==> src/rtl/rsp_serializer.sv <==
// Buffers command responses in a small FIFO and streams each one to the UART
// transmitter as a SYNC/type/addr/data[/checksum] byte frame over valid/ready.
module rsp_serializer #(
   parameter int         FIFO_DEPTH  = 4,
   parameter logic [7:0] SYNC_BYTE   = 8'hA5,
   parameter bit         CHECKSUM_EN = 1'b1
) (
   input  logic                        clk,
   input  logic                        rst_n,
   input  logic [17:0]                 rsp_pkt,
   input  logic                        rsp_valid,
   output logic [7:0]                  tx_data,
   output logic                        tx_valid,
   input  logic                        tx_ready,
   output logic [$clog2(FIFO_DEPTH):0] fifo_count,
   output logic                        overflow,
   output logic                        idle
);

   localparam int         PW   = $clog2(FIFO_DEPTH);
   localparam int         CW   = PW + 1;
   localparam logic [2:0] LAST = CHECKSUM_EN ? 3'd4 : 3'd3;

   typedef enum logic {S_IDLE, S_SEND} state_t;

   state_t        state, state_nxt;
   logic [17:0]   mem [FIFO_DEPTH];
   logic [PW-1:0] wr_ptr, rd_ptr;
   logic [17:0]   shadow;
   logic [7:0]    csum;
   logic [2:0]    byte_idx;
   logic          full, empty, push, pop, accept;

   // Packet layout: {cmd_type[1:0], addr[7:0], data[7:0]}
   function automatic logic [7:0] checksum(input logic [17:0] p);
      return {6'b0, p[17:16]} ^ p[15:8] ^ p[7:0];
   endfunction

   function automatic logic [7:0] frame_byte(input logic [2:0] idx, input logic [17:0] p,
                                             input logic [7:0] c);
      logic [7:0] b;
      case (idx)
         3'd0:    b = SYNC_BYTE;
         3'd1:    b = {6'b0, p[17:16]};
         3'd2:    b = p[15:8];
         3'd3:    b = p[7:0];
         default: b = c;
      endcase
      return b;
   endfunction

   assign empty    = (fifo_count == '0);
   assign full     = (fifo_count == CW'(FIFO_DEPTH));
   // A pop in the same cycle frees a slot, so a push into a full FIFO still succeeds.
   assign push     = rsp_valid && (!full || pop);
   assign tx_valid = (state == S_SEND);
   assign idle     = empty && (state == S_IDLE);

   always_ff @(posedge clk or negedge rst_n) begin
      if (!rst_n) state <= S_IDLE;
      else        state <= state_nxt;
   end

   always_comb begin
      state_nxt = state;
      pop       = 1'b0;
      accept    = 1'b0;
      case (state)
         S_IDLE: begin
            if (!empty) begin
               pop       = 1'b1;
               state_nxt = S_SEND;
            end
         end
         S_SEND: begin
            accept = tx_ready;
            if (tx_ready && (byte_idx == LAST)) state_nxt = S_IDLE;
         end
         default: state_nxt = S_IDLE;
      endcase
   end

   always_ff @(posedge clk or negedge rst_n) begin
      if (!rst_n) begin
         wr_ptr     <= '0;
         rd_ptr     <= '0;
         fifo_count <= '0;
         overflow   <= 1'b0;
      end else begin
         if (push) wr_ptr <= wr_ptr + PW'(1);
         if (pop)  rd_ptr <= rd_ptr + PW'(1);
         case ({push, pop})
            2'b10:   fifo_count <= fifo_count + CW'(1);
            2'b01:   fifo_count <= fifo_count - CW'(1);
            default: fifo_count <= fifo_count;
         endcase
         if (rsp_valid && full && !pop) overflow <= 1'b1;
      end
   end

   always_ff @(posedge clk) begin
      if (push) mem[wr_ptr] <= rsp_pkt;
   end

   // Frame bytes come from the shadow copy so later pushes cannot disturb a frame in flight.
   always_ff @(posedge clk) begin
      if (pop) begin
         shadow <= mem[rd_ptr];
         csum   <= checksum(mem[rd_ptr]);
      end
   end

   always_ff @(posedge clk or negedge rst_n) begin
      if (!rst_n) begin
         byte_idx <= '0;
         tx_data  <= '0;
      end else if (pop) begin
         byte_idx <= '0;
         tx_data  <= SYNC_BYTE;
      end else if (accept && (byte_idx != LAST)) begin
         byte_idx <= byte_idx + 3'd1;
         tx_data  <= frame_byte(byte_idx + 3'd1, shadow, csum);
      end
   end

endmodule
==> config.mk <==
export PLATFORM = sky130hd
export DESIGN_NAME = rsp_serializer
export DESIGN_NICKNAME = d
export VERILOG_FILES = /design/src/rtl/rsp_serializer.sv
export SDC_FILE = /design/constraint.sdc
export NUM_CORES = 1
export LEC_CHECK = 0
export CAP_MARGIN = 25
export CORE_ASPECT_RATIO = 0.6
export CORE_MARGIN = 8
export CORE_UTILIZATION = 49
export CTS_CLUSTER_DIAMETER = 120
export DETAILED_ROUTE_END_ITERATION = 12
export PLACE_DENSITY = 0.79
export SYNTH_ARGS = -nofsm -noshare
export SYNTH_HDL_FRONTEND = slang
export SYNTH_SLANG_ARGS = --single-unit
==> constraint.sdc <==
create_clock -name clk -period 5.4 [get_ports clk]
set_input_delay 1.35 -clock clk [delete_from_list [all_inputs] [get_ports clk]]
set_output_delay 1.35 -clock clk [all_outputs]
set_load 0.05 [all_outputs]
---- Word-level counts from Yosys, hierarchy flattened ----
Memory sizes are Yosys's and may differ from the RTL's.
Cells that the tools add are included.
word-level totals
  bits in registers ....................... 46
  RAM bits ................................ 72
  input bits .............................. 22
  output and inout bits ................... 14
  word-level logic and storage cells ...... 52
  memories kept ........................... 1
memories
  name  words  width  rd ports  clocked after memory_dff  wr ports  RTL line  source
  mem   4      18     1         0                         1         27        logic [17:0] mem [FIFO_DEPTH];
cells by class
  add/subtract/negate cells ............... 5
  equal/unequal tests ..................... 8
  mux-type cells .......................... 13
  bitwise logic cells ..................... 3
  reductions and logical operators ........ 13
operator list
  kind                   number
  $pmux W8 S4            1
  $mux W8                2
  $xor A2 B8 Y8          1
  $xor A8 B8 Y8          1
  $add A3 B1 Y3 const B  2
  $eq A3 B2 Y1 const B   2
  $eq A3 B3 Y1 const B   2
  $logic_and A1 B1 Y1    6
  $logic_not A3 Y1       2
  $mux W1                6
  $mux W3                2
  $pmux W3 S2            1
  $add A2 B1 Y2 const B  2
  $reduce_bool A2 Y1     2
  $eq A3 B1 Y1 const B   1
  $ne A3 B3 Y1 const B   1
  $sub A3 B1 Y3 const B  1
  $eq A2 B1 Y1 const B   1
  $eq A2 B2 Y1 const B   1
  $logic_not A1 Y1       2
  $pmux W1 S2            1
  $logic_or A1 B1 Y1     1
  $not A1 Y1             1

---- Depth between registers and ports, before layout ----
  word-level depth ........................ 7
  depth in mapped cells ................... 8
  depth with buffers taken out ............ 7

---- Worst setup path after synthesis ----
Ideal clock, no wire load.
  kind .................................... reg2out
  start point ............................. register state, in the netlist tx_valid
  end point ............................... output idle
  arrival time ............................ 2.296 ns
  required time ........................... 4.050 ns
  slack ................................... 1.754 ns
  cell stages (with the launch flop) ...... 3
  path buffers ............................ 1
  cell sequence ........................... dfrtp_1 > clkbuf_2 > nor4_1
on the way
  cells in the longest elaborated chain, start to end .. 2
RTL lines
  element                 RTL line  source
  from (decl)             26        state_t state, state_nxt;
  from (signal assigned)  61        else state <= state_nxt;
  $not A1 Y1              n/a
  $logic_and A1 B1 Y1     57        assign idle = empty && (state == S_IDLE);
  to (decl)               17        output logic idle
Every way passes these cells.

---- Worst setup path after layout ----
  start point ............................. register fifo_count[1]
  end point ............................... output idle
on the way
  cells in the longest elaborated chain, start to end .. 2
RTL lines
  element                 RTL line  source
  from (decl)             15        output logic [$clog2(FIFO_DEPTH):0] fifo_count,
  from (signal assigned)  93        2'b10: fifo_count <= fifo_count + CW'(1);
  from (signal assigned)  94        2'b01: fifo_count <= fifo_count - CW'(1);
  from (signal assigned)  95        default: fifo_count <= fifo_count;
  $logic_not A3 Y1        52        assign empty = (fifo_count == '0);
  $logic_and A1 B1 Y1     57
Every way passes these cells.

==> results.toml <==
[cells_and_area]
final_cell_mix = "edfxtp_1, clkdlybuf4s50_1, dfrtp_1"
multi_input_area_um2 = 1140
synthToLayoutAreaGrowth_pct = 23.4
design_area_um2 = 5760
regArea_um2 = 3440
nNetsFinal = 330
nFillCells = 659
final_common_cell = "edfxtp_1"
drive_gt1_share_pct = 16.7
diodes = 0

[grt]
grt_usage_pct = 13.9
grt_pass1_vias = 2417
grt_pass1_wl_um = 13300
antenna_found_initial = 0
grt_start_max_net_pins = 32
overflow = 0

[yosys]
ys_types = 40
synthCells = 250
synth-seq-area-share_pct = 73.7
yosysWarnings = 0
synthFlopType = "edfxtp_1"
synth_fp_nets = 282
syn_area_um2 = 4670
synth-seq-cells = 118
syn_avg_cell_area_um2 = 18.7
synth-edff-count = 98
async_reset_ff_share_pct = 16.9

[hold_path]
hold_path_end = "overflow"
worstHoldPathType = "register to register"
min_from = "overflow"
hold_depth = 1

[critical_path]
critical_path.max_fanout = 5
cp_data_arrival_time_ns = 2.10
r2r_start = "tx_valid"
end_kind = "primary output"
criticalPathCategory = "register to primary output"
reg2reg_to = "mem[1][3]"
cp-startpoint = "fifo_count[1]"
r2r_cells = 2
r2r_setup_slack_ns = 3.32
crit_required_ns = 4.05
start_kind = "register"

[sta]
fmaxAchievable_ghz = 0.290
finalClockSkew_ns = 0.0105
finalHoldViolations = 0
period_needed_ns = 3.45
slew_headroom_pct = 31.3
setup_tns_ns = 0
tightest_slew_ns = 1.03
drv_slew = 0
finalCritPeriodShare_pct = 63.8
setup_viol = 0
rsz0062_at_grt = "no"

[clock_tree]
post_cts_buffers = 0
cts_root_buf = "clkbuf_16"
holdBufCountCts = 0
path_clk_slew_ns = 0.05
clk_latency_ns = 0.41
cts_buffer_depth = 2
cts_buffers = 17
h-tree-depth = 4
cts_resized = 0
clock-sinks = 118
tritoncts = "yes"

[pwr]
peakVddDrop_v = 0.000279
p_leak_nw = 2.03
p_per_area_nw_per_um2 = 624

[route]
drt-initial-drc-count = 222
wirelength_um = 8340
drtAntennaViolNets = 0
wire_per_inst_um = 18.9
dr_total_vias = 2348
drc = 0
viasPerCell = 5.32
dr.pass1.iters = 4

[placed_design]
place_area_um2 = 5140
place_congestion = 0.754
place.port_buffers = 35
dp_hpwl_um = 5230

[run]
max_cap_viol_count = 0

[floorplan]
ioPinCount = 36
die_area_um2 = 13000
die_y_um = 91.6
die_width_um = 142
core_um2 = 9220
initial_utilization_pct = 50.6
std_cell_rows = 27

[outcome]
status = "completed"
==> registers in the layout (all words and copies together), names as in the netlist <==
signal,flops
fifo_count,3
shadow,18
mem,72
tx_data,8
overflow,1
rd_ptr,2
byte_idx,3
tx_valid,1
wr_ptr,2
csum,8
==> critical path, stage by stage, from the launching register on <==
cell,delay [ns]
dfrtp_1,0.42
nor4_1,0.38
clkdlybuf4s50_1,0.89
==> cells in the mapped netlist, types with 2 or more instances <==
cell type / number / area share, %
and2_1: 2 / 0.27
o2bb2ai_1: 4 / 0.75
nor4_1: 2 / 0.27
clkbuf_1: 3 / 0.24
ha_1: 9 / 2.4
and3_1: 4 / 0.54
xnor2_1: 5 / 0.94
xor2_1: 8 / 1.5
a22oi_1: 4 / 0.64
xnor2_2: 2 / 0.70
buf_2: 2 / 0.21
or2_2: 2 / 0.27
nand2_1: 5 / 0.40
inv_1: 8 / 0.64
edfxtp_1: 98 / 63
nor2_1: 13 / 1.0
mux4_2: 13 / 6.3
a21oi_1: 14 / 1.5
o21ai_0: 3 / 0.32
nor3_1: 2 / 0.21
buf_6: 2 / 0.48
mux4_1: 5 / 2.8
mux2i_1: 2 / 0.43
dfrtp_1: 20 / 11
a221oi_1: 3 / 0.56
==> worst max path at each step <==
stage	endpoint	slack (ns)	cells after the start
after detailed placement	mem[1][12]	2.07	2
after global placement	mem[0][12]	2.14	2
after floorplan	idle	1.75	2
final	idle	1.95	2
after global routing	idle	1.81	2
after CTS	idle	1.92	2
==> per-layer routing <==
metal	part of all wire (%)	GRT usage [%]	up-vias
met4	0.86	6.40	0
met3	7.5	5.23	7
li1	-	-	1088
met2	44	18.3	79
met1	48	19.8	1174
met5	0	0	-
==> where the power goes <==
part	leakage [nW]	switching, mW	internal, mW
combinational	0.629	0.664	0.449
clock	0.275	0.387	0.719
sequential	1.13	0.110	1.26
total	2.03	1.16	2.43
==> per-stage QoR <==
stage	std cells	util, %	power (mW)	setup slack [ns]	hold slack [ns]
final	441	62.5	3.59	1.95	0.478
after global routing	441	62.5	3.77	1.81	0.495
after CTS	440	62.2	3.62	1.92	0.487
after detailed placement	408	55.8	2.51	2.07	0.472
after global placement	408	55.8	2.46	2.14	0.466
after floorplan	250	-	2.19	1.75	0.503
==> cells by family after synthesis <==
family,Yosys count,synth area share [%]
adders and majority gates,10,2.84
DFF,118,73.7
AOI/OAI and AO/OA,36,5.06
muxes,20,9.51
xor gates and xnor gates,16,3.48
and+or+nand+nor,33,3.51
buffers and inverters,17,1.85
==> area by class of cell <==
cell class | count | area share, %
clock inverter | 14 | 2.78
tap | 130 | 2.82
sequential | 118 | 59.8
clock buffer | 18 | 7.45
inverter | 8 | 0.521
multi-input combinational | 115 | 19.8
timing repair buffer | 38 | 6.82
Note: power is estimated with default switching activity, not from simulation.
